### src/rtl/control_decode_stage.sv
// ID-stage decoder for the RV32I pipeline, registered into the ID/EX control
// register, with load-use hazard detection and an illegal-instruction counter.
module control_decode_stage #(
  parameter int ENABLE_M = 0,
  parameter int ALU_OP_W = 5,
  parameter int CNT_W    = 16
) (
  input  logic                i_clk,
  input  logic                i_rst_n,
  input  logic [31:0]         i_inst,
  input  logic                i_id_vld,
  input  logic                i_stall,
  input  logic                i_flush,
  output logic                o_hazard_stall,
  output logic                o_ex_vld,
  output logic                o_ex_insn_vld,
  output logic                o_ex_rd_wren,
  output logic                o_ex_mem_wren,
  output logic                o_ex_mem_rden,
  output logic                o_ex_br_un,
  output logic                o_ex_opa_sel,
  output logic                o_ex_opb_sel,
  output logic [ALU_OP_W-1:0] o_ex_alu_op,
  output logic [1:0]          o_ex_wb_sel,
  output logic                o_ex_is_branch,
  output logic                o_ex_is_jump,
  output logic [4:0]          o_ex_rd_addr,
  output logic [CNT_W-1:0]    o_ill_cnt
);

  localparam logic [6:0] OPC_LUI    = 7'b0110111;
  localparam logic [6:0] OPC_AUIPC  = 7'b0010111;
  localparam logic [6:0] OPC_JAL    = 7'b1101111;
  localparam logic [6:0] OPC_JALR   = 7'b1100111;
  localparam logic [6:0] OPC_BRANCH = 7'b1100011;
  localparam logic [6:0] OPC_LOAD   = 7'b0000011;
  localparam logic [6:0] OPC_STORE  = 7'b0100011;
  localparam logic [6:0] OPC_OPIMM  = 7'b0010011;
  localparam logic [6:0] OPC_OP     = 7'b0110011;

  localparam logic [4:0] ALU_ADD  = 5'd0;
  localparam logic [4:0] ALU_SUB  = 5'd1;
  localparam logic [4:0] ALU_SLL  = 5'd2;
  localparam logic [4:0] ALU_SLT  = 5'd3;
  localparam logic [4:0] ALU_SLTU = 5'd4;
  localparam logic [4:0] ALU_XOR  = 5'd5;
  localparam logic [4:0] ALU_SRL  = 5'd6;
  localparam logic [4:0] ALU_SRA  = 5'd7;
  localparam logic [4:0] ALU_OR   = 5'd8;
  localparam logic [4:0] ALU_AND  = 5'd9;
  localparam logic [4:0] ALU_OPB  = 5'd10;

  localparam logic [6:0] F7_BASE = 7'b0000000;
  localparam logic [6:0] F7_ALT  = 7'b0100000;
  localparam logic [6:0] F7_MUL  = 7'b0000001;

  typedef struct packed {
    logic                vld;
    logic                insn_vld;
    logic                rd_wren;
    logic                mem_wren;
    logic                mem_rden;
    logic                br_un;
    logic                opa_sel;
    logic                opb_sel;
    logic [ALU_OP_W-1:0] alu_op;
    logic [1:0]          wb_sel;
    logic                is_branch;
    logic                is_jump;
    logic [4:0]          rd_addr;
  } ex_ctrl_t;

  logic [6:0] w_opcode;
  logic [2:0] w_funct3;
  logic [6:0] w_funct7;
  logic [4:0] w_rs1;
  logic [4:0] w_rs2;
  logic [4:0] w_rd;

  logic       w_legal;
  logic       w_rd_wren;
  logic       w_mem_wren;
  logic       w_mem_rden;
  logic       w_br_un;
  logic       w_opa_sel;
  logic       w_opb_sel;
  logic [4:0] w_alu_op;
  logic [1:0] w_wb_sel;
  logic       w_is_branch;
  logic       w_is_jump;
  logic       w_rs1_en;
  logic       w_rs2_en;

  logic       w_hazard;
  logic       w_load;
  ex_ctrl_t   w_dec;
  ex_ctrl_t   r_ex;
  logic [CNT_W-1:0] r_ill_cnt;

  assign w_opcode = i_inst[6:0];
  assign w_rd     = i_inst[11:7];
  assign w_funct3 = i_inst[14:12];
  assign w_rs1    = i_inst[19:15];
  assign w_rs2    = i_inst[24:20];
  assign w_funct7 = i_inst[31:25];

  function automatic logic [4:0] alu_from_funct3(input logic [2:0] f3, input logic alt);
    case (f3)
      3'b000:  return alt ? ALU_SUB : ALU_ADD;
      3'b001:  return ALU_SLL;
      3'b010:  return ALU_SLT;
      3'b011:  return ALU_SLTU;
      3'b100:  return ALU_XOR;
      3'b101:  return alt ? ALU_SRA : ALU_SRL;
      3'b110:  return ALU_OR;
      default: return ALU_AND;
    endcase
  endfunction

  always_comb begin
    w_legal     = 1'b0;
    w_rd_wren   = 1'b0;
    w_mem_wren  = 1'b0;
    w_mem_rden  = 1'b0;
    w_br_un     = 1'b0;
    w_opa_sel   = 1'b0;
    w_opb_sel   = 1'b0;
    w_alu_op    = ALU_ADD;
    w_wb_sel    = 2'b00;
    w_is_branch = 1'b0;
    w_is_jump   = 1'b0;
    w_rs1_en    = 1'b0;
    w_rs2_en    = 1'b0;
    case (w_opcode)
      OPC_LUI: begin
        w_legal = 1'b1; w_rd_wren = 1'b1; w_opb_sel = 1'b1;
        w_alu_op = ALU_OPB; w_wb_sel = 2'b01;
      end
      OPC_AUIPC: begin
        w_legal = 1'b1; w_rd_wren = 1'b1; w_opa_sel = 1'b1; w_opb_sel = 1'b1;
        w_wb_sel = 2'b01;
      end
      OPC_JAL: begin
        w_legal = 1'b1; w_rd_wren = 1'b1; w_opa_sel = 1'b1; w_opb_sel = 1'b1;
        w_is_jump = 1'b1;
      end
      OPC_JALR: begin
        w_legal = (w_funct3 == 3'b000); w_rs1_en = 1'b1; w_rd_wren = 1'b1;
        w_opb_sel = 1'b1; w_is_jump = 1'b1;
      end
      // The ALU computes the branch target (pc + imm); the comparator gets rs1/rs2.
      OPC_BRANCH: begin
        w_legal = (w_funct3 != 3'b010) && (w_funct3 != 3'b011);
        w_rs1_en = 1'b1; w_rs2_en = 1'b1; w_opa_sel = 1'b1; w_opb_sel = 1'b1;
        w_is_branch = 1'b1; w_br_un = w_funct3[1];
      end
      OPC_LOAD: begin
        w_legal = (w_funct3 != 3'b011) && (w_funct3 != 3'b110) && (w_funct3 != 3'b111);
        w_rs1_en = 1'b1; w_rd_wren = 1'b1; w_mem_rden = 1'b1; w_opb_sel = 1'b1;
        w_wb_sel = 2'b10;
      end
      OPC_STORE: begin
        w_legal = (w_funct3[2] == 1'b0) && (w_funct3 != 3'b011);
        w_rs1_en = 1'b1; w_rs2_en = 1'b1; w_mem_wren = 1'b1; w_opb_sel = 1'b1;
      end
      OPC_OPIMM: begin
        w_rs1_en = 1'b1; w_rd_wren = 1'b1; w_opb_sel = 1'b1; w_wb_sel = 2'b01;
        w_alu_op = alu_from_funct3(w_funct3, (w_funct3 == 3'b101) && w_funct7[5]);
        case (w_funct3)
          3'b001:  w_legal = (w_funct7 == F7_BASE);
          3'b101:  w_legal = (w_funct7 == F7_BASE) || (w_funct7 == F7_ALT);
          default: w_legal = 1'b1;
        endcase
      end
      OPC_OP: begin
        w_rs1_en = 1'b1; w_rs2_en = 1'b1; w_rd_wren = 1'b1; w_wb_sel = 2'b01;
        if (w_funct7 == F7_MUL) begin
          w_legal  = (ENABLE_M != 0);
          w_alu_op = {2'b10, w_funct3};
        end else begin
          w_legal  = (w_funct7 == F7_BASE) ||
                     ((w_funct7 == F7_ALT) && ((w_funct3 == 3'b000) || (w_funct3 == 3'b101)));
          w_alu_op = alu_from_funct3(w_funct3, w_funct7[5]);
        end
      end
      default: w_legal = 1'b0;
    endcase
  end

  // Illegal instructions travel down as valid-but-not-legal so EX can trap on them.
  always_comb begin
    w_dec           = '0;
    w_dec.vld       = 1'b1;
    w_dec.insn_vld  = w_legal;
    w_dec.rd_wren   = w_rd_wren & w_legal;
    w_dec.mem_wren  = w_mem_wren & w_legal;
    w_dec.mem_rden  = w_mem_rden & w_legal;
    w_dec.br_un     = w_br_un;
    w_dec.opa_sel   = w_opa_sel;
    w_dec.opb_sel   = w_opb_sel;
    w_dec.alu_op    = ALU_OP_W'(w_alu_op);
    w_dec.wb_sel    = w_wb_sel;
    w_dec.is_branch = w_is_branch & w_legal;
    w_dec.is_jump   = w_is_jump & w_legal;
    w_dec.rd_addr   = w_rd_wren ? w_rd : 5'd0;
  end

  assign w_hazard = r_ex.vld && r_ex.mem_rden && (r_ex.rd_addr != 5'd0) && i_id_vld &&
                    ((w_rs1_en && (w_rs1 == r_ex.rd_addr)) ||
                     (w_rs2_en && (w_rs2 == r_ex.rd_addr)));

  assign w_load = !i_flush && !i_stall && !w_hazard;

  always_ff @(posedge i_clk or negedge i_rst_n) begin
    if (!i_rst_n) begin
      r_ex <= '0;
    end else if (i_flush) begin
      r_ex <= '0;
    end else if (i_stall) begin
      r_ex <= r_ex;
    end else if (w_hazard || !i_id_vld) begin
      r_ex <= '0;
    end else begin
      r_ex <= w_dec;
    end
  end

  always_ff @(posedge i_clk or negedge i_rst_n) begin
    if (!i_rst_n) begin
      r_ill_cnt <= '0;
    end else if (w_load && i_id_vld && !w_legal && (r_ill_cnt != {CNT_W{1'b1}})) begin
      r_ill_cnt <= r_ill_cnt + CNT_W'(1);
    end
  end

  assign o_hazard_stall = w_hazard;
  assign o_ex_vld       = r_ex.vld;
  assign o_ex_insn_vld  = r_ex.insn_vld;
  assign o_ex_rd_wren   = r_ex.rd_wren;
  assign o_ex_mem_wren  = r_ex.mem_wren;
  assign o_ex_mem_rden  = r_ex.mem_rden;
  assign o_ex_br_un     = r_ex.br_un;
  assign o_ex_opa_sel   = r_ex.opa_sel;
  assign o_ex_opb_sel   = r_ex.opb_sel;
  assign o_ex_alu_op    = r_ex.alu_op;
  assign o_ex_wb_sel    = r_ex.wb_sel;
  assign o_ex_is_branch = r_ex.is_branch;
  assign o_ex_is_jump   = r_ex.is_jump;
  assign o_ex_rd_addr   = r_ex.rd_addr;
  assign o_ill_cnt      = r_ill_cnt;

endmodule

### config.mk
export PLATFORM = sky130hd
export DESIGN_NAME = control_decode_stage
export DESIGN_NICKNAME = d
export VERILOG_FILES = /design/src/rtl/control_decode_stage.sv
export SDC_FILE = /design/constraint.sdc
export NUM_CORES = 1
export LEC_CHECK = 0
export CORE_MARGIN = 3
export CORE_UTILIZATION = 46
export DETAILED_ROUTE_END_ITERATION = 16
export PLACE_DENSITY = 0.81
export SLEW_MARGIN = 20
export SYNTH_ARGS = -nofsm -noshare
export SYNTH_HDL_FRONTEND = slang
export SYNTH_SLANG_ARGS = --single-unit
### constraint.sdc
create_clock -name i_clk -period 2.2 [get_ports i_clk]
set_input_delay 0.22 -clock i_clk [delete_from_list [all_inputs] [get_ports i_clk]]
set_output_delay 0.22 -clock i_clk [all_outputs]
set_load 0.1 [all_outputs]
==> results_tabular.tex <==
\begin{tabular}{lr}
\hline
Metric & Value \\
\hline
\multicolumn{2}{l}{\textbf{Run status}} \\
\quad Status & complete, but fails checks \\
\quad Failing checks & negative setup slack \\
\multicolumn{2}{l}{\textbf{Min path}} \\
\quad Class of the most critical hold timing path & in2async \\
\multicolumn{2}{l}{\textbf{Detailed routing}} \\
\quad Wire length per cell & 16.9 um \\
\quad Number of iterations in the first detailed-routing pass & 4 \\
\quad Residual DRC & 0 \\
\quad Total number of vias & 2372 \\
\quad Count of antenna-violating nets left after detailed routing & 0 \\
\quad Final wirelength & 7.06 mm \\
\quad Detail-routed via count per cell & 5.69 \\
\quad DRC violation total after the first TritonRoute iteration & 133 \\
\multicolumn{2}{l}{\textbf{Clock network}} \\
\quad Clock Latency Late Sink & roughly 0.3 ns \\
\quad CTS tree & built \\
\quad Number of clock buffers inserted by TritonCTS & 5 \\
\quad Htree depth & 2 \\
\quad Number of buffers inserted for hold repair after clock tree synthesis & 0 \\
\quad Clock tree buffer depth & 2 \\
\quad \# clock sinks & 38 \\
\quad Clock transition time at the flip-flop clock pins of the worst setup and hold paths & around 0.08 ns \\
\quad Root cell of the clock tree & sky130\_fd\_sc\_hd\_\_clkbuf\_8 \\
\multicolumn{2}{l}{\textbf{Layout}} \\
\quad Share of cells above drive strength 1 & a little under two fifths \\
\quad Area growth from synthesis to layout & 54.8\% \\
\quad Ant diodes & 0 \\
\quad Post-layout utilization of the core & between 70\% and 80\% \\
\quad Most common cell after layout, fill and taps aside & sky130\_fd\_sc\_hd\_\_buf\_4 \\
\quad Final net count & approximately 400 \\
\quad Most frequent cells in the layout & sky130\_fd\_sc\_hd\_\_buf\_4, sky130\_fd\_sc\_hd\_\_clkdlybuf4s50\_1, sky130\_fd\_sc\_hd\_\_xnor2\_1 \\
\multicolumn{2}{l}{\textbf{Setup path}} \\
\quad Reg-to-reg critical path startpoint & o\_ex\_rd\_addr[1] \\
\quad Critical register-to-register path endpoint & o\_ex\_mem\_wren \\
\quad Worst EP required & 1.98 ns \\
\quad Maximum fanout along the worst path & 4 \\
\quad Crit end category & primary output \\
\quad FF-to-FF path depth & 7 \\
\quad R2R Setup Slk & 0 ns \\
\quad Arrival time worst endpoint & 2.05 ns \\
\quad Worst setup path class & reg2out \\
\quad Crit start category & flop \\
\multicolumn{2}{l}{\textbf{Floorplanning}} \\
\quad Placement Rows & 24 \\
\quad Number of top-level pins & 76 \\
\quad Die extent in y & 75.9 um \\
\quad Die Area & 0.00576 mm\^{}2 \\
\quad Die X & approximately 76 um \\
\quad Core area & $\sim$0.0045 mm\^{}2 \\
\quad Starting utilization of the core area & 49.6\% \\
\multicolumn{2}{l}{\textbf{Timing}} \\
\quad Worst slew pin tran & 0.845 ns \\
\quad Post-route setup TNS & -0.0689 ns \\
\quad Final Hold Viols & 0 \\
\quad Final setup violating endpoints & 1 \\
\quad Max-slew headroom at the worst pin & between 40 and 50\% \\
\quad Slew Viols, Final & 0 \\
\quad Maximum operating frequency & 0.441 GHz \\
\quad Tmin final & 2.27 ns \\
\quad Hold slack & 0.0164 ns \\
\quad Worst path setup slack after routing & -0.0689 ns \\
\quad Period utilisation layout & 103\% \\
\quad Setup repair after global routing missed its margin & true \\
\quad Setup clock skew after layout & 0.00939 ns \\
\multicolumn{2}{l}{\textbf{Global routing}} \\
\quad GRT Util Overall & 24.8\% \\
\quad Maximum number of pins on one net before global-route repair & 39 \\
\quad Via count of the first global-routing pass & $\sim$2300 \\
\quad Number of antenna violations at the first check in global routing & 0 \\
\quad Global-route congestion overflow total & 0 \\
\quad First-pass GRT wire length & $\sim$11 mm \\
\multicolumn{2}{l}{\textbf{Synth}} \\
\quad Synth warn & 0 \\
\quad Top flip-flop cell by instance count after synthesis & sky130\_fd\_sc\_hd\_\_dfrtp\_1 \\
\quad Gate Count Post-Synth & approximately 230 \\
\quad Post-synth EDFFs & 0 \\
\quad Post-synthesis instance area & $\sim$0.0022 mm\^{}2 \\
\quad Fraction of registers with async set or reset after synthesis & between 90\% and 100\% \\
\quad Unique masters post-synth & 49 \\
\quad FF+latch count, synth & 38 \\
\quad Sequential fraction of the synthesis area & between 40\% and 50\% \\
\quad Net count of the mapped netlist & 271 \\
\quad Mean instance size in the synthesized netlist & 9.64 um\^{}2 \\
\multicolumn{2}{l}{\textbf{Power and ir drop}} \\
\quad Max rail drop VDD & 0.590 mV \\
\quad Power Dens Cells & 589 mW/mm\^{}2 \\
\quad Leakage power total & 1.51 nW \\
\multicolumn{2}{l}{\textbf{Place}} \\
\quad Final Wtd Congestion & 0.872 \\
\quad I/O Buffers & 75 \\
\quad Worst setup timing slack at the placement stage & -0.265 ns \\
\quad Detail Placement HPWL & 5.32 mm \\
\multicolumn{2}{l}{\textbf{Run}} \\
\quad Max Cap Viol & 0 \\
\hline
\end{tabular}
## stage by stage
| stage | power [mW] | cell area (um^2) | std cells |
|---|---|---|---|
| after floorplan | 1.30 | 2300 | 233 |
| after global placement | 1.53 | 3330 | 406 |
| after detailed placement | 1.54 | 3330 | 406 |
| after CTS | 2.05 | 3460 | 416 |
| after global routing | 2.12 | 3480 | 417 |
| final | 2.05 | 3480 | 417 |
## logic make-up (layout without fill, tap and decap cells)
logic type	count (synthesis)	in the layout	share of synthesized area [%]
adder cells (fa/ha/maj)	1	1	0.557
AO/OA/AOI/OAI	44	44	15.8
flip-flops	38	38	42.3
multiplexers	1	1	0.501
buffers and inverters	17	136	3.90
XOR/XNOR	26	26	10.1
AND/OR/NAND/NOR	106	106	26.8
## sequential cells by signal (all words and copies together) (netlist names), 2 cells and up
register,count
o_ill_cnt,16
o_ex_alu_op,5
o_ex_rd_addr,5
o_ex_wb_sel,2
## timing repair
action	4_1_cts	5_1_grt
pin swaps	3	5
endpoints found under the setup margin	10	27
buffers inserted	2	1
gates resized for setup	5	6
## where the power goes
part | switching [mW] | internal (mW) | leakage [nW] | total (mW)
Sequential | 0.0676 | 0.770 | 0.492 | 0.837
Combinational | 0.480 | 0.220 | 0.969 | 0.700
Clock | 0.259 | 0.252 | 0.0472 | 0.511
## worst max-delay path by stage
stage	endpoint	slack (ns)	depth (start not counted)	start
6_report	o_hazard_stall	-0.07	7	o_ex_rd_addr[1]
5_1_grt	o_hazard_stall	-0.14	8	o_ex_rd_addr[1]
4_1_cts	o_hazard_stall	-0.08	7	o_ex_rd_addr[2]
3_5_place_dp	o_ex_mem_wren	-0.26	7	i_inst[6]
3_3_place_gp	o_ex_alu_op[0]	-0.18	7	i_inst[28]
2_1_floorplan	o_ex_mem_wren	-0.63	7	o_ex_rd_addr[1]
## cell type report
cell class | instances | area (um^2)
fillers | 358 | 1060
repair buffers | 124 | 1050
flip-flops and latches | 38 | 1000
clock buffers | 6 | 82.6
well taps | 65 | 81.3
inverters | 4 | 18.8
clock inverters | 2 | 12.5
multi-input cells | 178 | 1230
## per-layer routing
| metal | wire length [um] | vias to the layer above | global-route usage (%) | part of all wire (%) |
|---|---|---|---|---|
| li1 | - | 1103 | - | - |
| met1 | 2970 | 1170 | 32.3 | 42 |
| met2 | 3440 | 89 | 40.8 | 49 |
| met3 | 546 | 10 | 5.41 | 7.7 |
| met4 | 95 | 0 | 7.96 | 1.3 |
| met5 | 0 | - | 0 | 0 |
## synth_stat cells, types with 3 or more instances
| cell type | count | area (um^2) |
|---|---|---|
| sky130_fd_sc_hd__dfrtp_1 | 38 | 951 |
| sky130_fd_sc_hd__xnor2_1 | 23 | 201 |
| sky130_fd_sc_hd__nand2_1 | 21 | 78.8 |
| sky130_fd_sc_hd__nand3_1 | 21 | 105 |
| sky130_fd_sc_hd__nor2_1 | 13 | 48.8 |
| sky130_fd_sc_hd__nand4_1 | 11 | 68.8 |
| sky130_fd_sc_hd__a22o_1 | 10 | 87.6 |
| sky130_fd_sc_hd__nor3_1 | 9 | 45.0 |
| sky130_fd_sc_hd__o21ai_0 | 9 | 45.0 |
| sky130_fd_sc_hd__clkbuf_1 | 8 | 30.0 |
| sky130_fd_sc_hd__a32o_1 | 6 | 60.1 |
| sky130_fd_sc_hd__a21oi_1 | 4 | 20.0 |
| sky130_fd_sc_hd__inv_1 | 4 | 15.0 |
| sky130_fd_sc_hd__nor4_1 | 3 | 18.8 |
| sky130_fd_sc_hd__o22ai_1 | 3 | 18.8 |
| sky130_fd_sc_hd__xor2_1 | 3 | 26.3 |
## critical path, stage by stage, from the launching register on
cell	delay, ns
sky130_fd_sc_hd__dfrtp_4	0.47
sky130_fd_sc_hd__or4_4	0.55
sky130_fd_sc_hd__nor2_4	0.11
sky130_fd_sc_hd__nor3_2	0.05
sky130_fd_sc_hd__o21ai_2	0.10
sky130_fd_sc_hd__clkinvlp_4	0.18
sky130_fd_sc_hd__buf_6	0.15
sky130_fd_sc_hd__buf_12	0.15
Note: power is estimated with default switching activity, not from simulation.
